--- src/rtl/despachador_minero.sv ---
// despachador_minero: accepts mining jobs, drives the miner through LOAD/RUN and
// returns the found nonce (or a timeout) on a single-entry valid/ready result port.
module despachador_minero #(
    parameter int BYTE       = 8,
    parameter int RST_CICLOS = 2,
    parameter int MAX_CICLOS = 1000000,
    parameter int CNT_W      = 32
) (
    input  logic                clk,
    input  logic                reset,
    input  logic                job_valid,
    output logic                job_ready,
    input  logic [12*BYTE-1:0]  job_data,
    input  logic [7:0]          job_target,
    output logic                miner_reset,
    output logic [12*BYTE-1:0]  miner_data_in,
    output logic [7:0]          miner_target,
    input  logic                miner_finished,
    input  logic [31:0]         miner_nonce,
    output logic                res_valid,
    input  logic                res_ready,
    output logic [31:0]         res_nonce,
    output logic                res_timeout,
    output logic [CNT_W-1:0]    res_cycles,
    output logic                busy
);
    typedef enum logic [1:0] {IDLE, LOAD, RUN, DONE} state_t;

    localparam logic [CNT_W-1:0] RST_LAST = CNT_W'(RST_CICLOS - 1);
    localparam logic [CNT_W-1:0] RUN_LAST = CNT_W'(MAX_CICLOS - 1);

    state_t               state_q;
    logic [CNT_W-1:0]     cnt_q;
    logic                 miner_reset_q;
    logic [12*BYTE-1:0]   data_q;
    logic [7:0]           target_q;
    logic                 res_valid_q;
    logic [31:0]          res_nonce_q;
    logic                 res_timeout_q;
    logic [CNT_W-1:0]     res_cycles_q;

    assign job_ready     = (state_q == IDLE) && !reset;
    assign busy          = (state_q == LOAD) || (state_q == RUN);
    assign miner_reset   = miner_reset_q;
    assign miner_data_in = data_q;
    assign miner_target  = target_q;
    assign res_valid     = res_valid_q;
    assign res_nonce     = res_nonce_q;
    assign res_timeout   = res_timeout_q;
    assign res_cycles    = res_cycles_q;

    // One counter serves both the LOAD hold and the RUN budget.
    always_ff @(posedge clk) begin
        if (reset) begin
            state_q       <= IDLE;
            cnt_q         <= '0;
            miner_reset_q <= 1'b1;
            data_q        <= '0;
            target_q      <= '0;
            res_valid_q   <= 1'b0;
            res_nonce_q   <= '0;
            res_timeout_q <= 1'b0;
            res_cycles_q  <= '0;
        end else begin
            case (state_q)
                IDLE: if (job_valid) begin
                    data_q   <= job_data;
                    target_q <= job_target;
                    cnt_q    <= '0;
                    state_q  <= LOAD;
                end
                LOAD: if (cnt_q == RST_LAST) begin
                    cnt_q         <= '0;
                    miner_reset_q <= 1'b0;
                    state_q       <= RUN;
                end else begin
                    cnt_q <= cnt_q + 1'b1;
                end
                RUN: if (miner_finished || cnt_q == RUN_LAST) begin
                    res_nonce_q   <= miner_finished ? miner_nonce : 32'd0;
                    res_timeout_q <= !miner_finished;
                    res_cycles_q  <= cnt_q;
                    res_valid_q   <= 1'b1;
                    miner_reset_q <= 1'b1;
                    state_q       <= DONE;
                end else begin
                    cnt_q <= cnt_q + 1'b1;
                end
                DONE: if (res_ready) begin
                    res_valid_q <= 1'b0;
                    state_q     <= IDLE;
                end
                default: state_q <= IDLE;
            endcase
        end
    end
endmodule

--- config.mk ---
export PLATFORM = sky130hd
export DESIGN_NAME = despachador_minero
export DESIGN_NICKNAME = d
export VERILOG_FILES = /design/src/rtl/despachador_minero.sv
export SDC_FILE = /design/constraint.sdc
export NUM_CORES = 1
export LEC_CHECK = 0
export CELL_PAD_IN_SITES_DETAIL_PLACEMENT = 0
export CELL_PAD_IN_SITES_GLOBAL_PLACEMENT = 2
export CORE_MARGIN = 8
export CORE_UTILIZATION = 22
export CTS_CLUSTER_SIZE = 16
export DETAILED_ROUTE_END_ITERATION = 12
export GPL_TIMING_DRIVEN = 0
export PLACE_DENSITY = 0.77
export SYNTH_ARGS = -nofsm -noshare
export SYNTH_HDL_FRONTEND = slang
export SYNTH_SLANG_ARGS = --single-unit
--- constraint.sdc ---
create_clock -name clk -period 1.81 [get_ports clk]
set_input_delay 0.2715 -clock clk [delete_from_list [all_inputs] [get_ports clk]]
set_output_delay 0.2715 -clock clk [all_outputs]
set_load 0.01 [all_outputs]
==> results of run 1 <==
power groups by stage:
stage	Sequential [mW]	Combinational, mW	Clock [mW]
after floorplan	5.64	1.96	0
after global routing	5.40	5.78	5.55
after CTS	5.33	5.29	5.40
after detailed placement	5.43	4.60	0
after global placement	5.42	4.61	0
final	5.34	5.36	5.18
per-layer routing:
| metal | track usage | share of wire | vias up |
|---|---|---|---|
| met5 | 0 | 0.00074 | - |
| met4 | 0.0433 | 0.025 | 4 |
| met3 | 0.0498 | 0.080 | 49 |
| met2 | 0.259 | 0.46 | 288 |
| met1 | 0.199 | 0.43 | 4021 |
| li1 | - | - | 4184 |
stage by stage:
stage               setup slack [ps]  power, mW  cells  hold slack, ps
finish                          -169       15.9   1831             286
floorplan                       5.16       7.60    977             404
global route                    -235       16.7   1831             261
CTS                             -144       16.0   1825             247
detailed placement             -1340       10.0   1758             446
global placement               -1360       10.0   1758             441
repair_timing:
item | CTS | global route
hold buffers | 0 | 0
endpoints found under the hold margin | 0 | 0
buffers inserted | 22 | 5
pin swaps | 29 | 10
gates cloned | 4 | 1
endpoints found under the setup margin | 210 | 167
gates resized for setup | 147 | 54
registers in the layout, summed over array words and instances (netlist names):
name           flops
miner_data_in     96
cnt_q             32
res_cycles        32
res_nonce         32
miner_target       8
state_q            2
miner_reset        1
res_timeout        1
res_valid          1
cell type report:
cell class / instances / area, um2
Multi-Input combinational cell: 686 / 4030
Clock buffer: 40 / 795
Buffer: 71 / 490
Clock inverter: 7 / 66.3
Fill cell: 3781 / 23000
Sequential cell: 205 / 4160
Antenna cell: 1 / 2.50
Timing Repair Buffer: 344 / 3430
Tap cell: 468 / 586
Inverter: 9 / 33.8
worst min-delay path: stages:
cell and delay [ps]:
clkdlybuf4s50_1 400, nand2_1 50, a21oi_1 50
kinds of logic after synthesis:
family,after synthesis,synth area share
simple gates,427,0.238
flops,205,0.502
mux,16,0.0196
compound gates,237,0.185
buf+inv,86,0.0455
fa+ha+maj,6,0.00918
how the worst max path moves through the flow:
stage	from	end	depth (start not counted)
after floorplan	cnt_q[1]$_SDFFE_PP0P_	cnt_q[14]$_SDFFE_PP0P_	5
final	cnt_q[12]$_SDFFE_PP0P_	cnt_q[11]$_SDFFE_PP0P_	8
after detailed placement	reset	job_ready	5
after global routing	cnt_q[12]$_SDFFE_PP0P_	cnt_q[11]$_SDFFE_PP0P_	8
after global placement	reset	job_ready	5
after CTS	cnt_q[1]$_SDFFE_PP0P_	res_cycles[10]$_SDFFE_PP0P_	7
Yosys cell counts, types with 2 or more instances:
cell       instances  area, um2
buf_4              2       15.0
nand2b_1           3       18.8
nand2_1          277       1040
nor2_1            14       52.6
o2111ai_1          7       61.3
a21oi_1          107        536
clkbuf_1          53        199
nor3_1             7       35.0
and2_1             3       18.8
dfxtp_1          205       4100
nor4_1             8       50.1
o21ai_0           36        180
buf_1              4       15.0
nand3_1           40        200
nand3b_1           2       15.0
and4_1             5       43.8
nand4_1           19        119
a22o_1            32        280
mux2i_1           16        160
or2_2              4       25.0
and3_1             6       37.5
buf_6              3       33.8
a31o_2             4       35.0
o211ai_1          22        165
clkbuf_2           2       10.0
o221ai_1           7       61.3
or4_1              7       52.6
a31oi_1            6       37.5
or3_1             11       68.8
nor2b_1           14       87.6
buf_2             13       65.1
o311ai_0           5       43.8
inv_1              8       30.0
ha_1               6       75.1
==> impl_metrics.csv, run 1 <==
group,metric,value,unit
worst_hold_path,holdPathEnd,"miner_target[5]$_SDFFE_PP0P_",
setup_path,setup.reg_to_reg.worst_slack,-170,ps
clock_network,clkSlewWorstSetupHoldPaths,60,ps
global_routing,grt_max_degree,13,
job,maxCapViolCount,0,
setup_path,crit_type,"reg -> reg",
pwr,pwr-share-seq,0.336,
timing,finalWorstPathRequiredPeriod,1980,ps
logic_synthesis,ys_warn_count,0,
logic_synthesis,synthesis.area,0.00817,mm2
clock_network,clk_root_buffer_cell,"clkbuf_16",
pwr,switching_share,0.329,
routing,avgViaCountPerCell,4.67,
logic_synthesis,synth_seq_area_share,0.502,
cells_and_area,layout_common_cells,"302 x clkdlybuf4s50_1, 276 x nand2_1, 182 x dfxtp_1",
setup_path,slowest_stage_delay_cp,370,ps
global_routing,grt_pass1_vias,8437,
worst_hold_path,worst_hold_startpoint,"job_target[5]",
worst_hold_path,min-delay-path-class,"in -> reg",
floorplanning,rows,70,
pwr,pwr-share-comb,0.337,
timing,setup_tns,-8150,ps
timing,clock_skew,14.3,ps
floorplanning,count_of_pins_on_the_block_boundary,314,
logic_synthesis,syn_avg_cell_area,8.37,um2
setup_path,worstSetupStartpointType,"register",
clock_network,clock_insertion_delay_worst_skew,530,ps
cells_and_area,layout.nets,1490,
routing,drt_pass1_iterations,5,
routing,ant_nets,0,
setup_path,kind_of_cell_with_the_highest_combined_delay_on_the_critical_path,"simple AND/OR/NAND/NOR gates",
outcome,failed_checks,"setup timing",
clock_network,cts_buffers,26,
place,gp_congestion,0.822,
timing,max-slew-margin-rel,0.485,
routing,residual_drc_count,0,
setup_path,critPathMaxFanout,5,
logic_synthesis,top_ff_cell_synth,"dfxtp_1",
place,post_dp_cell_area,0.0119,mm2
setup_path,worst_r2r_startpoint,"cnt_q[12]$_SDFFE_PP0P_",
logic_synthesis,post_synth_inst_count,977,
pwr,switchingPower,5.22,mW
timing,finalHoldViolCount,0,
logic_synthesis,async_flop_share,0,
setup_path,critical_path_buffers_and_inverters,3,
outcome,outcome,"complete, but fails checks",
worst_hold_path,holdPathStages,3,
pwr,p_int,10.7,mW
logic_synthesis,ys_types,53,
setup_path,timing.critical_path.mode_cell,"buf_6",
clock_network,cts.sink_count,205,
floorplanning,die_height,209,um
floorplanning,core_area,0.0366,mm2
global_routing,grt_pass1_wl,54400,um
floorplanning,floorplan.initialDensity,0.223,
logic_synthesis,number_of_enable_flip_flop_cells_after_synthesis,0,
logic_synthesis,mappedNetlistNets,1124,
global_routing,antenna_found_initial,3,
global_routing,grt_use_total,0.159,
pwr,worst_ir_drop_vdd,0.627,mV
floorplanning,die_w,209,um
timing,setup_viol,96,
logic_synthesis,synth.ff_latch_count,205,
cells_and_area,layout.core_utilization,0.371,
clock_network,cts_max_level,1,
place,io_buffers,313,
global_routing,total_global_routing_overflow,0,
setup_path,worst_r2r_path_depth,8,
cells_and_area,post_route_cells_drive_above_1_share,0.145,
setup_path,worst_path_max_delay_cell,"dfxtp_4",
floorplanning,fp.dieArea,0.0436,mm2
setup_path,worstPathCellList,"nor4_4, and4_4, buf_4, and4_1, buf_6, nor2_4, buf_6, o211ai_1",
routing,routedWlPerCell,19.8,um
pwr,p_per_cell_area,1170,mW/mm2
cells_and_area,final_common_cell,"clkdlybuf4s50_1",
clock_network,clock_tree_from_tritoncts,"built",
routing,route.vias.total,8546,
place,final_hpwl_dp,26800,um
timing,fmaxAchievable,505,MHz
setup_path,timing.critical_path.required,2250,ps
routing,initialDrtViolationCount,447,
setup_path,critical_path_endpoint_category,"register",
timing,rsz0062_at_grt,"yes",
timing,post-route-worst-setup-slack,-169,ps
pwr,power.static_leakage,4.89,nW
setup_path,cp.arrival,2420,ps
clock_network,clock_tree.buffer_depth,3,
pwr,power_frac_clock,0.326,
cells_and_area,synthToLayoutAreaGrowth,66.2,%
setup_path,critical_path.reg2reg.endpoint,"cnt_q[11]$_SDFFE_PP0P_",
timing,max_slew.worst_pin.slew,773,ps
timing,fin_crit_sh,1.09,
cells_and_area,stdcell_area,0.0136,mm2
routing,totalWireLength,36300,um
timing,timing_max_transition_violations_final,0,
Power figures use the tool's default switching activity.
==> run 2: changes to the inputs <==
- CORE_ASPECT_RATIO: default -> 1.75
- SKIP_LAST_GASP: default -> 1
==> run 2 against run 1 <==
- the run still ends with setup timing left
- utilization rose by 0.98 points
- sequential share of layout area fell by 0.90 points
- die area rose by 0.56%
- combinational power rose by 12%
- clock skew fell by 3.2 ps
- critical path type unchanged
- largest power group unchanged
==> impl_metrics.csv, run 2 (same netlist as run 1, synthesis figures left out) <==
group,metric,value,unit
outcome,outcome,"complete, but fails checks",
outcome,failed_checks,"setup timing",
clock_network,clock_tree_from_tritoncts,"built",
clock_network,clk_root_buffer_cell,"clkbuf_16",
timing,setup_tns,-12780,ps
setup_path,crit_start,"cnt_q[0]$_SDFFE_PP0P_",
setup_path,critical_path.reg2reg.endpoint,"cnt_q[18]$_SDFFE_PP0P_",
timing,post-route-worst-setup-slack,-213,ps
setup_path,worst_path_max_delay_cell,"dfxtp_4",
setup_path,setup.reg_to_reg.worst_slack,-210,ps
floorplanning,core_area,0.0368,mm2
floorplanning,count_of_pins_on_the_block_boundary,314,
cells_and_area,synthToLayoutAreaGrowth,71.3,%
floorplanning,rows,93,
pwr,p_int,10.7,mW
worst_hold_path,min-delay-path-class,"in -> reg",
routing,routedWlPerCell,20.8,um
clock_network,clkSlewWorstSetupHoldPaths,60,ps
cells_and_area,antenna-diode-count,0,
setup_path,crit_type,"reg -> reg",
timing,fmaxAchievable,494,MHz
pwr,pwr-share-seq,0.334,
routing,totalWireLength,38900,um
timing,fin_crit_sh,1.12,
routing,route.top_layer_used,"met4",
setup_path,critical_path_endpoint_category,"register",
routing,met1_length,13200,um
timing,finalWorstPathRequiredPeriod,2020,ps
pwr,power.static_leakage,5.04,nW
global_routing,grt_pass1_wl,57000,um
setup_path,setup.worst_path.end,"cnt_q[18]$_SDFFE_PP0P_",
global_routing,total_global_routing_overflow,0,
floorplanning,die_w,162,um
cells_and_area,layout.nets,1527,
cells_and_area,final_common_cell,"clkdlybuf4s50_1",
clock_network,cts.sink_count,205,
floorplanning,die_height,271,um
setup_path,worstPathCellList,"ha_4, nand3_4, nor4_4, nand4_1, nand3_4, bufbuf_16, o221ai_1",
setup_path,critPathMaxFanout,5,
setup_path,worstSetupStartpointType,"register",
place,cell_count_after_placement,1765,
pwr,worst_ir_drop_vdd,0.463,mV
routing,drt_pass1_iterations,7,
place,io_buffers,313,
routing,dr_wl_met2,21600,um
setup_path,timing.critical_path.required,2200,ps
global_routing,antenna_found_initial,0,
routing,residual_drc_count,0,
routing,wl_met3,2340,um
routing,avgViaCountPerCell,4.72,
pwr,p_per_cell_area,1140,mW/mm2
timing,max-slew-margin-rel,0.487,
cells_and_area,flip_flop_count_of_the_largest_register_after_layout,96,
clock_network,clock_insertion_delay_worst_skew,510,ps
setup_path,slowest_stage_delay_cp,370,ps
global_routing,grt_pass1_vias,8873,
pwr,power_frac_clock,0.292,
place,placement.setup.worst_slack,-1560,ps
cells_and_area,layout_common_cells,"310 x clkdlybuf4s50_1, 276 x nand2_1, 180 x dfxtp_1",
routing,route.vias.total,8809,
global_routing,grt_max_degree,14,
clock_network,clock_tree.buffer_depth,3,
timing,clock_skew,11.1,ps
timing,setup_viol,100,
clock_network,cts_max_level,1,
job,maxCapViolCount,0,
routing,ant_nets,0,
place,final_hpwl_dp,28900,um
routing,initialDrtViolationCount,471,
setup_path,cp.arrival,2410,ps
pwr,switching_share,0.332,
pwr,pwr-share-comb,0.374,
setup_path,timing.critical_path.mode_cell,"nand3_4",
timing,rsz0062_at_grt,"yes",
setup_path,worst_r2r_path_depth,7,
cells_and_area,post_route_cells_drive_above_1_share,0.177,
place,gp_congestion,0.882,
floorplanning,floorplan.initialDensity,0.222,
timing,timing_max_transition_violations_final,0,
cells_and_area,fin_cells,1867,
timing,max_slew.worst_pin.slew,770,ps
floorplanning,fp.dieArea,0.0438,mm2
setup_path,worst_r2r_startpoint,"cnt_q[0]$_SDFFE_PP0P_",
clock_network,cts_buffers,23,
timing,timing.hold.ws,299,ps
pwr,switchingPower,5.31,mW
global_routing,grt_use_total,0.169,
timing,finalHoldViolCount,0,
clock_network,postCtsHoldBufs,0,
==> run 2: cell types whose count changed in the layout (fill, tap and decap cells not counted), sizes merged, moves of 2 or more <==
cell	delta
bufbuf	+2
dlymetal6s2s	-5
clkdlybuf4s50	+8
clkbuf	-15
dlygate4sd2	-3
clkinv	+4
buf	+40
==> run 2: per-layer routing <==
| metal | GRT usage | up-vias |
|---|---|---|
| li1 | - | 4238 |
| met1 | 0.161 | 4140 |
| met2 | 0.337 | 336 |
| met3 | 0.0324 | 95 |
| met4 | 0.0783 | 0 |
| met5 | 0 | - |
==> run 2: worst min-delay path by stage <==
stage,start,endpoint,slack [ps],cells after the start
4_1_cts,job_target[0],miner_target[0]$_SDFFE_PP0P_,280,3
5_1_grt,job_target[0],miner_target[0]$_SDFFE_PP0P_,290,3
2_1_floorplan,miner_nonce[0],res_nonce[0]$_SDFFE_PP0P_,400,1
6_report,job_target[0],miner_target[0]$_SDFFE_PP0P_,300,3
3_3_place_gp,miner_data_in[5]$_SDFFE_PP0P_,miner_data_in[5]$_SDFFE_PP0P_,440,2
3_5_place_dp,miner_data_in[11]$_SDFFE_PP0P_,miner_data_in[11]$_SDFFE_PP0P_,450,2
==> run 2: power groups by stage <==
stage,Clock [mW],Combinational [mW],Sequential (mW)
floorplan,0,1.96,5.64
global placement,0,4.63,5.41
detailed placement,0,4.65,5.44
CTS,4.83,5.84,5.34
global route,5.00,6.36,5.40
finish,4.67,5.98,5.33
==> run 2: cell type report <==
class                           count  area [um2]
Fill cell                        3809       22800
Sequential cell                   205        4160
Multi-Input combinational cell    686        4060
Timing Repair Buffer              385        3910
Clock buffer                       27         621
Tap cell                          475         594
Buffer                             70         515
Clock inverter                     10         108
Inverter                            9        36.3
==> run 2: critical path: cells and delay by family (launching register included) <==
family          cells  cell delay, ps
buf+inv             1             290
flops               1             370
compound gates      1              90
simple gates        4             980
fa+ha+maj           1             150
==> run 2: what timing repair did <==
item                                   CTS  global route
cloned                                   9             1
pin swaps                               42            31
endpoints found under the hold margin    0             0
setup endpoints to repair              207           150
resized for setup                      194            47
setup buffers                           46            17
==> run 2: metrics by stage <==
| stage | utilization | power (mW) | instance area (um2) |
|---|---|---|---|
| 6_report | 0.381 | 16.0 | 14000 |
| 5_1_grt | 0.381 | 16.8 | 14000 |
| 4_1_cts | 0.374 | 16.0 | 13800 |
| 3_5_place_dp | 0.325 | 10.1 | 11900 |
| 3_3_place_gp | 0.325 | 10.0 | 11900 |
| 2_1_floorplan | - | 7.60 | 8210 |
